==> src/rtl/ball_pkg.sv <==
// ball_pkg: shared types and helpers for the ball motion core.
// Holds the FSM state type, wall bit indices and velocity saturation.
package ball_pkg;

  typedef enum logic [1:0] {
    S_IDLE,
    S_INTEG,
    S_BOUND,
    S_FRIC
  } state_t;

  // bit positions inside wallHit = {bottom,top,right,left}
  localparam int WALL_LEFT   = 0;
  localparam int WALL_RIGHT  = 1;
  localparam int WALL_TOP    = 2;
  localparam int WALL_BOTTOM = 3;

  function automatic int sat_vel(
    input int v,
    input int lim
  );
    if (v > lim) return lim;
    if (v < -lim) return -lim;
    return v;
  endfunction

endpackage

==> src/rtl/ball_axis.sv <==
// ball_axis: one axis of ball motion (integrate, clamp/bounce, friction).
// Ports: clk, reset; integ/bound/fric_tick phase strobes; ld_vel/ld_pos
// loads with values; pos_px integer position, vel velocity, hit_lo/hit_hi
// registered wall pulses.
module ball_axis
  import ball_pkg::*;
#(
  parameter int POS_W         = 11,
  parameter int VEL_W         = 11,
  parameter int FRAC_BITS     = 6,
  parameter int INIT_P        = 0,
  parameter int P_MIN         = 0,
  parameter int P_MAX         = 639,
  parameter int FRICTION_STEP = 1,
  parameter int BOUNCE_EN     = 1
)(
  input  logic                    clk,
  input  logic                    reset,
  input  logic                    integ,
  input  logic                    bound,
  input  logic                    fric_tick,
  input  logic                    ld_vel,
  input  logic signed [VEL_W-1:0] ld_vel_val,
  input  logic                    ld_pos,
  input  logic        [POS_W-1:0] ld_pos_val,
  output logic        [POS_W-1:0] pos_px,
  output logic signed [VEL_W-1:0] vel,
  output logic                    hit_lo,
  output logic                    hit_hi
);

  localparam int PW = POS_W + FRAC_BITS + 1;
  localparam int ONE = 2 ** FRAC_BITS;

  localparam logic signed [PW-1:0] LO =
    PW'(P_MIN * ONE);
  localparam logic signed [PW-1:0] HI =
    PW'(P_MAX * ONE);
  localparam logic signed [PW-1:0] P0 =
    PW'(INIT_P * ONE);
  localparam logic signed [VEL_W-1:0] STEP =
    VEL_W'(FRICTION_STEP);
  localparam logic signed [VEL_W-1:0] NSTEP =
    -STEP;

  logic signed [PW-1:0]    pos_q;
  logic signed [PW-1:0]    pos_n;
  logic signed [PW-1:0]    vel_ext;
  logic signed [PW-1:0]    ld_fix;
  logic signed [PW-1:0]    pos_sh;
  logic signed [VEL_W-1:0] vel_q;
  logic signed [VEL_W-1:0] vel_n;
  logic signed [VEL_W-1:0] bounce_v;
  logic signed [VEL_W-1:0] fric_v;
  logic                    hit_lo_n;
  logic                    hit_hi_n;
  logic                    unused_sh;

  assign vel_ext = PW'(vel_q);

  assign bounce_v = (BOUNCE_EN != 0) ? -vel_q : '0;

  // magnitude <= STEP collapses to zero, so sign never flips
  always_comb begin
    fric_v = '0;
    if (vel_q > STEP)
      fric_v = vel_q - STEP;
    else if (vel_q < NSTEP)
      fric_v = vel_q + STEP;
  end

  // loaded pixel is clamped into the legal range, no wall pulse
  always_comb begin
    ld_fix = HI;
    if (int'(ld_pos_val) < P_MIN)
      ld_fix = LO;
    else if (int'(ld_pos_val) <= P_MAX)
      ld_fix = PW'(ld_pos_val) <<< FRAC_BITS;
  end

  always_comb begin
    pos_n    = pos_q;
    vel_n    = vel_q;
    hit_lo_n = 1'b0;
    hit_hi_n = 1'b0;
    if (integ)
      pos_n = pos_q + vel_ext;
    if (bound) begin
      if (pos_q < LO) begin
        pos_n    = LO;
        vel_n    = bounce_v;
        hit_lo_n = 1'b1;
      end else if (pos_q > HI) begin
        pos_n    = HI;
        vel_n    = bounce_v;
        hit_hi_n = 1'b1;
      end
    end
    if (fric_tick)
      vel_n = fric_v;
    // loads come last so they override bounce/friction
    if (ld_vel)
      vel_n = ld_vel_val;
    if (ld_pos)
      pos_n = ld_fix;
  end

  always_ff @(posedge clk or posedge reset) begin
    if (reset) begin
      pos_q  <= P0;
      vel_q  <= '0;
      hit_lo <= 1'b0;
      hit_hi <= 1'b0;
    end else begin
      pos_q  <= pos_n;
      vel_q  <= vel_n;
      hit_lo <= hit_lo_n;
      hit_hi <= hit_hi_n;
    end
  end

  assign pos_sh    = pos_q >>> FRAC_BITS;
  assign pos_px    = pos_sh[POS_W-1:0];
  assign unused_sh = ^pos_sh[PW-1:POS_W];
  assign vel       = vel_q;

endmodule

==> src/rtl/ball_motion_core.sv <==
// ball_motion_core: per-ball fixed-point position/velocity with a
// 3-cycle per-frame update (integrate, boundary, friction).
// Ports: clk, reset (async high), startOfFrame, velocity/position write
// enables and values; outputs topLeftPosX/Y, outVelocityX/Y,
// ballStopped, wallHit {bottom,top,right,left}, busy, frameDropped.
module ball_motion_core
  import ball_pkg::*;
#(
  parameter int POS_W           = 11,
  parameter int VEL_W           = 11,
  parameter int FRAC_BITS       = 6,
  parameter int INIT_X          = 0,
  parameter int INIT_Y          = 0,
  parameter int X_MIN           = 0,
  parameter int X_MAX           = 639,
  parameter int Y_MIN           = 0,
  parameter int Y_MAX           = 479,
  parameter int FRICTION_PERIOD = 5,
  parameter int FRICTION_STEP   = 1,
  parameter int VEL_LIMIT       = 200,
  parameter int BOUNCE_EN       = 1
)(
  input  logic                    clk,
  input  logic                    reset,
  input  logic                    startOfFrame,
  input  logic                    velocityWriteEnable,
  input  logic signed [VEL_W-1:0] inVelocityX,
  input  logic signed [VEL_W-1:0] inVelocityY,
  input  logic                    positionWriteEnable,
  input  logic        [POS_W-1:0] inPosX,
  input  logic        [POS_W-1:0] inPosY,
  output logic        [POS_W-1:0] topLeftPosX,
  output logic        [POS_W-1:0] topLeftPosY,
  output logic signed [VEL_W-1:0] outVelocityX,
  output logic signed [VEL_W-1:0] outVelocityY,
  output logic                    ballStopped,
  output logic              [3:0] wallHit,
  output logic                    busy,
  output logic                    frameDropped
);

  localparam int CW =
    (FRICTION_PERIOD > 1) ? $clog2(FRICTION_PERIOD) : 1;
  localparam logic [CW-1:0] CNT_LAST =
    CW'(FRICTION_PERIOD - 1);

  state_t state;
  state_t state_n;

  logic [CW-1:0] fcnt;
  logic          in_idle;
  logic          in_fric;
  logic          fric_tick;

  logic signed [VEL_W-1:0] sat_vx;
  logic signed [VEL_W-1:0] sat_vy;

  logic                    pv_q;
  logic signed [VEL_W-1:0] pvx_q;
  logic signed [VEL_W-1:0] pvy_q;
  logic                    pp_q;
  logic        [POS_W-1:0] ppx_q;
  logic        [POS_W-1:0] ppy_q;

  logic                    ld_vel;
  logic signed [VEL_W-1:0] ld_vx;
  logic signed [VEL_W-1:0] ld_vy;
  logic                    ld_pos;
  logic        [POS_W-1:0] ld_px;
  logic        [POS_W-1:0] ld_py;

  logic hx_lo;
  logic hx_hi;
  logic hy_lo;
  logic hy_hi;

  always_ff @(posedge clk or posedge reset) begin
    if (reset)
      state <= S_IDLE;
    else
      state <= state_n;
  end

  always_comb begin
    state_n = state;
    case (state)
      S_IDLE:  if (startOfFrame) state_n = S_INTEG;
      S_INTEG: state_n = S_BOUND;
      S_BOUND: state_n = S_FRIC;
      S_FRIC:  state_n = S_IDLE;
      default: state_n = S_IDLE;
    endcase
  end

  assign in_idle   = (state == S_IDLE);
  assign in_fric   = (state == S_FRIC);
  assign busy      = !in_idle;
  assign fric_tick = in_fric && (fcnt == CNT_LAST);

  always_ff @(posedge clk or posedge reset) begin
    if (reset)
      fcnt <= '0;
    else if (in_fric)
      fcnt <= fric_tick ? '0 : fcnt + CW'(1);
  end

  assign sat_vx =
    VEL_W'(sat_vel(int'(inVelocityX), VEL_LIMIT));
  assign sat_vy =
    VEL_W'(sat_vel(int'(inVelocityY), VEL_LIMIT));

  // writes during INTEG/BOUND are parked until FRIC
  always_ff @(posedge clk or posedge reset) begin
    if (reset) begin
      pv_q  <= 1'b0;
      pvx_q <= '0;
      pvy_q <= '0;
      pp_q  <= 1'b0;
      ppx_q <= '0;
      ppy_q <= '0;
    end else begin
      if (in_fric) begin
        pv_q <= 1'b0;
        pp_q <= 1'b0;
      end else if (busy) begin
        if (velocityWriteEnable) begin
          pv_q  <= 1'b1;
          pvx_q <= sat_vx;
          pvy_q <= sat_vy;
        end
        if (positionWriteEnable) begin
          pp_q  <= 1'b1;
          ppx_q <= inPosX;
          ppy_q <= inPosY;
        end
      end
    end
  end

  // a write in the FRIC cycle itself is newer than the parked one
  always_comb begin
    ld_vel = 1'b0;
    ld_vx  = sat_vx;
    ld_vy  = sat_vy;
    ld_pos = 1'b0;
    ld_px  = inPosX;
    ld_py  = inPosY;
    if (in_idle) begin
      ld_vel = velocityWriteEnable;
      ld_pos = positionWriteEnable;
    end else if (in_fric) begin
      ld_vel = velocityWriteEnable | pv_q;
      ld_pos = positionWriteEnable | pp_q;
      if (!velocityWriteEnable) begin
        ld_vx = pvx_q;
        ld_vy = pvy_q;
      end
      if (!positionWriteEnable) begin
        ld_px = ppx_q;
        ld_py = ppy_q;
      end
    end
  end

  ball_axis #(
    .POS_W         (POS_W),
    .VEL_W         (VEL_W),
    .FRAC_BITS     (FRAC_BITS),
    .INIT_P        (INIT_X),
    .P_MIN         (X_MIN),
    .P_MAX         (X_MAX),
    .FRICTION_STEP (FRICTION_STEP),
    .BOUNCE_EN     (BOUNCE_EN)
  ) u_x (
    .clk        (clk),
    .reset      (reset),
    .integ      (state == S_INTEG),
    .bound      (state == S_BOUND),
    .fric_tick  (fric_tick),
    .ld_vel     (ld_vel),
    .ld_vel_val (ld_vx),
    .ld_pos     (ld_pos),
    .ld_pos_val (ld_px),
    .pos_px     (topLeftPosX),
    .vel        (outVelocityX),
    .hit_lo     (hx_lo),
    .hit_hi     (hx_hi)
  );

  ball_axis #(
    .POS_W         (POS_W),
    .VEL_W         (VEL_W),
    .FRAC_BITS     (FRAC_BITS),
    .INIT_P        (INIT_Y),
    .P_MIN         (Y_MIN),
    .P_MAX         (Y_MAX),
    .FRICTION_STEP (FRICTION_STEP),
    .BOUNCE_EN     (BOUNCE_EN)
  ) u_y (
    .clk        (clk),
    .reset      (reset),
    .integ      (state == S_INTEG),
    .bound      (state == S_BOUND),
    .fric_tick  (fric_tick),
    .ld_vel     (ld_vel),
    .ld_vel_val (ld_vy),
    .ld_pos     (ld_pos),
    .ld_pos_val (ld_py),
    .pos_px     (topLeftPosY),
    .vel        (outVelocityY),
    .hit_lo     (hy_lo),
    .hit_hi     (hy_hi)
  );

  assign wallHit[WALL_LEFT]   = hx_lo;
  assign wallHit[WALL_RIGHT]  = hx_hi;
  assign wallHit[WALL_TOP]    = hy_lo;
  assign wallHit[WALL_BOTTOM] = hy_hi;

  assign ballStopped =
    (outVelocityX == '0) && (outVelocityY == '0);

  always_ff @(posedge clk or posedge reset) begin
    if (reset)
      frameDropped <= 1'b0;
    else
      frameDropped <= startOfFrame && busy;
  end

endmodule

==> config.mk <==
export PLATFORM = sky130hd
export DESIGN_NAME = ball_motion_core
export DESIGN_NICKNAME = d
export VERILOG_FILES = /design/src/rtl/ball_pkg.sv /design/src/rtl/ball_axis.sv /design/src/rtl/ball_motion_core.sv
export SDC_FILE = /design/constraint.sdc
export NUM_CORES = 1
export LEC_CHECK = 0
export BUFFER_PORTS_ARGS = -buffer_cell sky130_fd_sc_hd__buf_2
export CAP_MARGIN = 20
export CORE_ASPECT_RATIO = 0.75
export CORE_MARGIN = 4
export CORE_UTILIZATION = 45
export DETAILED_ROUTE_END_ITERATION = 6
export PLACE_DENSITY = 0.78
export REMOVE_ABC_BUFFERS = 1
export SLEW_MARGIN = 20
export SYNTH_ARGS = -nofsm -noshare
export SYNTH_HDL_FRONTEND = slang
export SYNTH_SLANG_ARGS = --single-unit
==> constraint.sdc <==
create_clock -name clk -period 3.7 [get_ports clk]
set_clock_uncertainty 0.1 [all_clocks]
set_input_delay 0.37 -clock clk [delete_from_list [all_inputs] [get_ports clk]]
set_output_delay 0.37 -clock clk [all_outputs]
set_load 0.1 [all_outputs]
==> results of run 1 <==
[logic make-up after synthesis]
family,count (synthesis),synth area share (%)
adder cells (fa/ha/maj),51,7.33
AO/OA/AOI/OAI,351,27.4
multiplexers,43,5.27
buffers and inverters,127,6.77
AND/OR/NAND/NOR,326,18.1
flip-flops,114,32.0
XOR/XNOR,31,3.05
[metrics by stage]
step	hold slack [ns]	std cells	instance area, µm²	utilization [%]	setup slack [ns]
finish	0.0152	1367	10100	52.1	0.267
CTS	0.0464	1367	10100	52.0	0.00880
floorplan	0.348	960	8470	-	-1.85
global route	0.0910	1367	10100	52.1	0.187
global placement	0.360	1335	9480	48.9	0.508
detailed placement	0.371	1335	9480	48.9	0.478
[worst max-delay path: stages, from the launching register on]
cell and delay [ns]:
dfrtp_1 0.45, inv_1 0.15, ha_1 0.25, or3b_2 0.53, or4_4 0.47, nor4_2 0.33, buf_4 0.36
[worst max-delay path by stage]
| stage | depth (start not counted) | to | startpoint |
|---|---|---|---|
| finish | 6 | ballStopped | u_y.vel[1] |
| global route | 6 | ballStopped | u_y.vel[1] |
| CTS | 6 | ballStopped | u_y.vel[1] |
| global placement | 6 | ballStopped | u_y.vel[1] |
| floorplan | 5 | ballStopped | u_y.vel[1] |
| detailed placement | 6 | ballStopped | u_y.vel[1] |
[flip-flops by register name, summed over array words and instances (netlist names), 2 cells and up]
name,count
u_y.vel,11
pvx_q,11
pvy_q,11
u_y.pos_q,18
ppy_q,11
state,2
u_x.pos_q,18
fcnt,3
ppx_q,11
u_x.vel,11
[cells in the final DEF (no fill, tap or decap), types with 14 or more instances in the layout]
cell type / instances
buf_4: 23
buf_2: 98
a31oi_1: 17
o211ai_1: 19
o31ai_1: 17
nand2_1: 100
inv_1: 43
nor3_1: 21
a21oi_1: 70
mux2_2: 31
a211oi_1: 19
a21o_1: 17
nand4_1: 16
ha_1: 49
dfrtp_1: 114
clkbuf_16: 17
xnor2_1: 21
nor2_1: 75
o21ai_0: 63
a22oi_1: 14
nand3_1: 28
[cell type report]
| class | count | area share, % |
|---|---|---|
| Timing Repair Buffer | 122 | 6.77 |
| Clock inverter | 13 | 1.60 |
| Sequential cell | 114 | 28.3 |
| Inverter | 44 | 1.66 |
| Clock buffer | 19 | 4.39 |
| Multi-Input combinational cell | 802 | 54.2 |
| Tap cell | 253 | 3.14 |
[layer usage]
layer	vias up	part of all wire, %	routed length (µm)	GRT usage (%)
met5	-	0	0	0
met4	0	1.5	383	6.53
met3	37	7.3	1880	4.94
met2	342	45	11500	35.8
met1	4096	46	11800	32.5
li1	3999	-	-	-
==> impl_summary.log, run 1 <==
[metrics] diodes inserted: 0
[metrics] Max Buffers Root-to-Sink: 2
[metrics] Remaining DRCs: 0
[metrics] Post-synth ARST share: 100%
[metrics] Tightest Pin Transition: 0.948 ns
[metrics] most frequent cell after synthesis: dfrtp_1
[metrics] Die Y-Extent: 130 µm
[metrics] mapped cell area: 8910 µm²
[metrics] number of cells produced by synthesis: 1043
[metrics] number of global-route vias before repair: 8017
[metrics] setup bufs post-CTS: 0
[metrics] clock-pin slew on the worst setup and hold paths: 0.06 ns
[metrics] average cell area after synthesis: 8.54 µm²
[metrics] run status: finished, final reports clean
[metrics] input/output buffers: 99
[metrics] signed area change from the synthesized netlist to the final layout: 13.3%
[metrics] post-DR vias/cell: 6.20
[metrics] signal arrival time at the worst endpoint: 2.96 ns
[metrics] library cell occupying the most area in the post-synthesis netlist: dfrtp_1
[metrics] placeable core area: 19400 µm²
[metrics] Hold Violations, Final: 0
[metrics] Fin Setup TNS: 0 ns
[metrics] clock tree from TritonCTS: yes
[metrics] number of flops mapped to enable cells by yosys: 0
[metrics] number of rows created at floorplan: 44
[metrics] sink count of the clock tree: 114
[metrics] Warnings, synthesis: 0
[metrics] via count: 8474
[metrics] CTS-repair resized insts: 0
[metrics] level count of the clock H-tree: 4
[metrics] Multi-input gate area: 5470 µm²
[metrics] cell types with the largest area share after synthesis: dfrtp_1 (32%), ha_1 (6.9%), nand2_1 (4.3%), a21oi_1 (3.9%), mux2_2 (3.9%)
[metrics] CP Launch Type: flop
[metrics] number of storage elements in the synthesis netlist: 114
[metrics] sequential element share of the synthesized area: 32.0%
[metrics] achievable clock frequency: 291 MHz
[metrics] number of maximum-capacitance constraint violations: 0
[metrics] wire length of the first global-routing pass: 41.0 mm
[metrics] endpoint of the lowest-slack register-to-register path: u_x.pos_q[12]
[metrics] overall die width: 170 µm
[metrics] average wire per standard cell: 18.7 µm
[metrics] worst flop-to-flop path startpoint: u_x.vel[0]
[metrics] unrepaired setup endpoints after global routing: false
[metrics] number of nets in the finished design: 1201
[metrics] Reg2Reg Setup Slack: 0.67 ns
[metrics] number of search-and-repair iterations in the first detailed-routing pass: 6
[metrics] Clk Tree Root Cell: clkbuf_16
[metrics] dominant register cell in the synthesized netlist: dfrtp_1
[metrics] Routability Congestion: 0.977
[metrics] area fraction of the dominant cell type after synthesis: 32.0%
[metrics] min-delay worst type: input pin to async pin
[metrics] overall global routing resource usage: 23.0%
[metrics] number of failing setup endpoints in the final timing report: 0
[metrics] overall routed net length: 25.6 mm
[metrics] post-synth cell types: 83
[metrics] final period demand of the worst path: 3.43 ns
[metrics] total overflow reported by the global router: 0
[metrics] maximum number of pins on one net before global-route repair: 63
[metrics] final-layout fill cell count: 1813
[metrics] initial core utilization: 46.0%
[metrics] top-level I/O count: 100
[metrics] total clock buffers created by CTS: 17
[metrics] type of the worst setup path: flop to primary output
[metrics] highest fanout seen on the critical path: 7
[metrics] fraction of final layout cells with drive strength greater than 1: 19.4%
[metrics] initial antenna violation count: 0
[metrics] Data required, critical path: 3.23 ns
[metrics] area occupied by registers: 2850 µm²
[metrics] count of hold buffers inserted by post-cts repair: 0
[metrics] max-slew violation count: 0
[metrics] die area: 22100 µm²
[metrics] Worst R2R Path Depth: 10
[metrics] clock network latency to the later pin of the worst-skew pair: 0.42 ns
[metrics] Routed Antenna Nets: 0
[metrics] crit share post-route: 92.8%
[metrics] number of design-rule violations left by the first detailed-router iteration: 710
[metrics] endpoint class of the critical path: primary output
[metrics] most numerous cell types in the synthesized netlist: dfrtp_1 (114), nand2_1 (101), nor2_1 (75)
[metrics] Slew HR: 36.7%
[metrics] DP Wirelength: 18.7 mm
Power of run 1 is left out: the tool's default activity adds up to more than one toggle a clock period on the data nets, which glitch-free logic cannot reach.
==> run 2, diff against run 1 <==
--- a/config.mk
+++ b/config.mk
@@ -11,6 +11,7 @@
 export CORE_MARGIN = 4
 export CORE_UTILIZATION = 45
 export DETAILED_ROUTE_END_ITERATION = 6
+export MAX_ROUTING_LAYER = met4
 export PLACE_DENSITY = 0.78
 export REMOVE_ABC_BUFFERS = 1
 export SLEW_MARGIN = 20
==> impl_summary.log, run 2 (synthesized netlist as in run 1, its figures left out) <==
[metrics] run status: finished, final reports clean
[metrics] wire length of the first global-routing pass: 42.3 mm
[metrics] unrepaired setup endpoints after global routing: false
[metrics] Hold Violations, Final: 0
[metrics] crit share post-route: 97.1%
[metrics] number of global-route vias before repair: 8248
[metrics] Die Y-Extent: 130 µm
[metrics] overall routed net length: 26.2 mm
[metrics] die area: 22100 µm²
[metrics] final period demand of the worst path: 3.59 ns
[metrics] Routability Congestion: 0.968
[metrics] DP Wirelength: 19.5 mm
[metrics] Worst R2R Path Depth: 10
[metrics] overall global routing resource usage: 24.3%
[metrics] post-DR vias/cell: 6.25
[metrics] average wire per standard cell: 19.1 µm
[metrics] Routed Antenna Nets: 0
[metrics] commonest non-fill, non-tap cell in the layout: dfrtp_1
[metrics] Final Core Density: 52.4%
[metrics] total overflow reported by the global router: 0
[metrics] Fin Setup TNS: 0 ns
[metrics] type of the worst setup path: flop to primary output
[metrics] initial core utilization: 46.0%
[metrics] fraction of final layout cells with drive strength greater than 1: 19.6%
[metrics] Clk Tree Root Cell: clkbuf_16
[metrics] via count: 8588
[metrics] level count of the clock H-tree: 4
[metrics] overall die width: 170 µm
[metrics] number of maximum-capacitance constraint violations: 0
[metrics] clock-pin slew on the worst setup and hold paths: 0.05 ns
[metrics] number of nets in the finished design: 1207
[metrics] Data required, critical path: 3.23 ns
[metrics] Slew HR: 35.6%
[metrics] setup bufs post-CTS: 0
[metrics] max-slew violation count: 0
[metrics] endpoint of the lowest-slack register-to-register path: u_y.pos_q[16]
[metrics] number of design-rule violations left by the first detailed-router iteration: 795
[metrics] min-delay worst type: input pin to flop
[metrics] Max Buffers Root-to-Sink: 2
[metrics] input/output buffers: 99
[metrics] CP Launch Type: flop
[metrics] launch point of the worst hold path: startOfFrame
[metrics] clock network latency to the later pin of the worst-skew pair: 0.43 ns
[metrics] maximum number of pins on one net before global-route repair: 50
[metrics] Reg2Reg Setup Slack: 0.57 ns
[metrics] Remaining DRCs: 0
[metrics] highest fanout seen on the critical path: 7
[metrics] worst-case hold path end point: state[1]
[metrics] clock tree from TritonCTS: yes
[metrics] number of failing setup endpoints in the final timing report: 0
[metrics] number of search-and-repair iterations in the first detailed-routing pass: 6
[metrics] Hold Worst Slack: 0.0651 ns
[metrics] diodes inserted: 0
[metrics] top-level I/O count: 100
[metrics] number of rows created at floorplan: 44
[metrics] placeable core area: 19400 µm²
[metrics] signal arrival time at the worst endpoint: 3.12 ns
[metrics] sink count of the clock tree: 114
[metrics] commonest cells after routing, fill and taps aside: dfrtp_1 (114), nand2_1 (100), buf_2 (98)
[metrics] Regs by FF count: u_x.pos_q x18, u_y.pos_q x18
[metrics] initial antenna violation count: 0
[metrics] endpoint class of the critical path: primary output
[metrics] achievable clock frequency: 278 MHz
[metrics] total clock buffers created by CTS: 17
[metrics] cell count of the worst hold path: 2
[metrics] signed area change from the synthesized netlist to the final layout: 13.9%
[metrics] Tightest Pin Transition: 0.964 ns
[metrics] worst flop-to-flop path startpoint: u_y.vel[0]
run 2: timing repair:
| item | 4_1_cts | 5_1_grt |
|---|---|---|
| endpoints found under the hold margin | 46 | 0 |
| resized for setup | 0 | 1 |
| hold buffers | 1 | 0 |
| endpoints found under the setup margin | 0 | 1 |
run 2: stage by stage:
stage | area (µm²) | worst slack (ns) | cells
detailed placement | 9500 | 0.546 | 1340
floorplan | 8470 | -1.85 | 960
global route | 10100 | 0.0603 | 1373
finish | 10100 | 0.106 | 1373
global placement | 9500 | 0.551 | 1340
CTS | 10100 | 0.0496 | 1373
run 2: worst max path at each step:
stage	depth (start not counted)	start	endpoint
5_1_grt	6	u_y.vel[1]	ballStopped
3_3_place_gp	6	u_y.vel[1]	ballStopped
4_1_cts	6	u_y.vel[1]	ballStopped
2_1_floorplan	5	u_y.vel[1]	ballStopped
3_5_place_dp	6	u_y.vel[1]	ballStopped
6_report	6	u_y.vel[1]	ballStopped
run 2: layout make-up:
type,instances,area [µm²]
Clock buffer,22,474
Clock inverter,10,155
Fill cell,1807,9230
Inverter,44,168
Multi-Input combinational cell,802,5460
Sequential cell,114,2850
Tap cell,253,317
Timing Repair Buffer,128,718
run 2: metal layers:
metal	track usage [%]	part of all wire, %
met5	-	0
met1	33.7	45
met4	6.57	1.6
met3	5.69	8.1
met2	36.0	45
run 2: critical path, cell delays in order, from the launching register on:
cell and delay, ns:
dfrtp_1 0.44, inv_1 0.17, ha_1 0.27, or3b_2 0.53
or4_4 0.46, nor4_1 0.40, clkbuf_4 0.43
Power of run 2 is left out for the same reason.
==> run 3, diff against run 2 <==
--- a/config.mk
+++ b/config.mk
@@ -7,7 +7,6 @@
 export LEC_CHECK = 0
 export BUFFER_PORTS_ARGS = -buffer_cell sky130_fd_sc_hd__buf_2
 export CAP_MARGIN = 20
-export CORE_ASPECT_RATIO = 0.75
 export CORE_MARGIN = 4
 export CORE_UTILIZATION = 45
 export DETAILED_ROUTE_END_ITERATION = 6
==> impl_summary.log, run 3 (synthesized netlist as in run 1, its figures left out) <==
[metrics] post-DR vias/cell: 6.08
[metrics] max-slew violation count: 0
[metrics] number of design-rule violations left by the first detailed-router iteration: 751
[metrics] highest fanout seen on the critical path: 7
[metrics] overall die width: 149 µm
[metrics] sink count of the clock tree: 114
[metrics] die area: 22100 µm²
[metrics] Regs by FF count: u_x.pos_q x18, u_y.pos_q x18
[metrics] number of global-route vias before repair: 8210
[metrics] initial core utilization: 45.8%
[metrics] number of maximum-capacitance constraint violations: 0
[metrics] wire length of the first global-routing pass: 41.6 mm
[metrics] Die Y-Extent: 149 µm
[metrics] M3 GR Usage: 3.90%
[metrics] average wire per standard cell: 18.6 µm
[metrics] total overflow reported by the global router: 0
[metrics] Remaining DRCs: 0
[metrics] Max Buffers Root-to-Sink: 2
[metrics] level count of the clock H-tree: 4
[metrics] count of hold buffers inserted by post-cts repair: 0
[metrics] commonest cells after routing, fill and taps aside: dfrtp_1 (114), nand2_1 (100), buf_2 (98)
[metrics] Routability Congestion: 0.966
[metrics] number of search-and-repair iterations in the first detailed-routing pass: 6
[metrics] overall global routing resource usage: 23.8%
[metrics] met1 track utilization from global routing: 30.4%
[metrics] maximum number of pins on one net before global-route repair: 68
[metrics] initial antenna violation count: 1
[metrics] Routed Antenna Nets: 0
[metrics] number of nets in the finished design: 1200
[metrics] achievable clock frequency: 280 MHz
[metrics] number of rows created at floorplan: 51
[metrics] Slew HR: 37.8%
[metrics] total clock buffers created by CTS: 17
[metrics] worst stage delay on the critical path: 0.53 ns
[metrics] type of the worst setup path: flop to primary output
[metrics] overall routed net length: 25.6 mm
[metrics] final-layout fill cell count: 1793
[metrics] fraction of final layout cells with drive strength greater than 1: 19.1%
[metrics] clock tree from TritonCTS: yes
[metrics] unrepaired setup endpoints after global routing: false
[metrics] Tightest Pin Transition: 0.931 ns
[metrics] Crit-path slowest cell: or3b_2
[metrics] via count: 8383
[metrics] GRT busiest layer: met2
[metrics] final period demand of the worst path: 3.57 ns
[metrics] DP Wirelength: 18.8 mm
[metrics] commonest non-fill, non-tap cell in the layout: dfrtp_1
[metrics] input/output buffers: 99
[metrics] placeable core area: 19500 µm²
[metrics] CP Launch Type: flop
[metrics] Final Core Density: 52.0%
[metrics] Data required, critical path: 3.23 ns
[metrics] Hold Violations, Final: 0
[metrics] clock network latency to the later pin of the worst-skew pair: 0.44 ns
[metrics] Clk Tree Root Cell: clkbuf_16
[metrics] Fin Setup TNS: 0 ns
[metrics] series of cell instances along the critical path: inv_1, ha_1, or3b_2, or4_4, nor4_1, clkbuf_4
[metrics] clock-pin slew on the worst setup and hold paths: 0.06 ns
[metrics] global-route track usage on met2: 38.2%
[metrics] number of failing setup endpoints in the final timing report: 0
[metrics] signed area change from the synthesized netlist to the final layout: 13.5%
[metrics] endpoint class of the critical path: primary output
[metrics] crit share post-route: 96.4%
[metrics] min-delay worst type: input pin to async pin
[metrics] signal arrival time at the worst endpoint: 3.10 ns
[metrics] run status: finished, final reports clean
[metrics] top-level I/O count: 100
## run 3: cell count changes in the layout (fill, tap and decap cells not counted), sizes merged
cell	previous run	this run
buf	126	120
clkbuf	23	20
clkinv	4	6
diode	0	1
dlygate4sd3	1	0
inv	44	45
## run 3: metal layers
| layer | wire (µm) | part of all wire [%] | vias up |
|---|---|---|---|
| met4 | 722 | 2.8 | 0 |
| met2 | 12200 | 48 | 299 |
| met1 | 11100 | 43 | 4036 |
| met3 | 1600 | 6.2 | 57 |
| li1 | - | - | 3991 |
| met5 | 0 | 0 | - |
## run 3: metrics by stage
| stage | setup WS (ns) | hold WS (ns) | instances | instance area, µm² |
|---|---|---|---|---|
| 6_report | 0.133 | 0.0165 | 1379 | 10100 |
| 5_1_grt | 0.0418 | 0.0571 | 1379 | 10100 |
| 4_1_cts | 0.0706 | 0.0371 | 1378 | 10100 |
| 3_5_place_dp | 0.534 | 0.367 | 1346 | 9490 |
| 3_3_place_gp | 0.556 | 0.360 | 1346 | 9490 |
| 2_1_floorplan | -1.85 | 0.348 | 960 | 8470 |
## run 3: area by class of cell
type                    instances  area, µm²  share of cell area [%]
diodes                          1       2.50                  0.0247
repair buffers                121        676                    6.68
inverters                      44        168                    1.66
multi-input cells             802       5460                    54.0
clock inverters                13        185                    1.83
flip-flops and latches        114       2850                    28.2
clock buffers                  19        433                    4.28
well taps                     265        332                    3.28
## run 3: path summary, 6_finish.rpt
path / slack, ns / depth (start not counted) / startpoint / to
min in group clk: 0.04 / 2 / startOfFrame / state[1]
worst max register to register: 0.64 / 10 / u_x.vel[0] / u_x.pos_q[12]
worst min register to register: 0.38 / 1 / pvx_q[3] / pvx_q[3]
max in group asynchronous: 2.71 / 3 / reset / u_y.pos_q[4]
worst max-delay path: 0.13 / 6 / u_y.vel[1] / ballStopped
worst min-delay path: 0.02 / 2 / reset / u_x.pos_q[3]
## run 3: worst max-delay path: cells and delay by family, from the launching register on
family	cells	cell delay [ns]
fa+ha+maj	1	0.24
simple gates	3	1.39
flops	1	0.45
buf+inv	2	0.58
## run 3: timing repair
item	CTS	global route
gates resized for setup	0	1
setup endpoints to repair	0	1
buffers inserted	0	0
Power of run 3 is left out for the same reason.
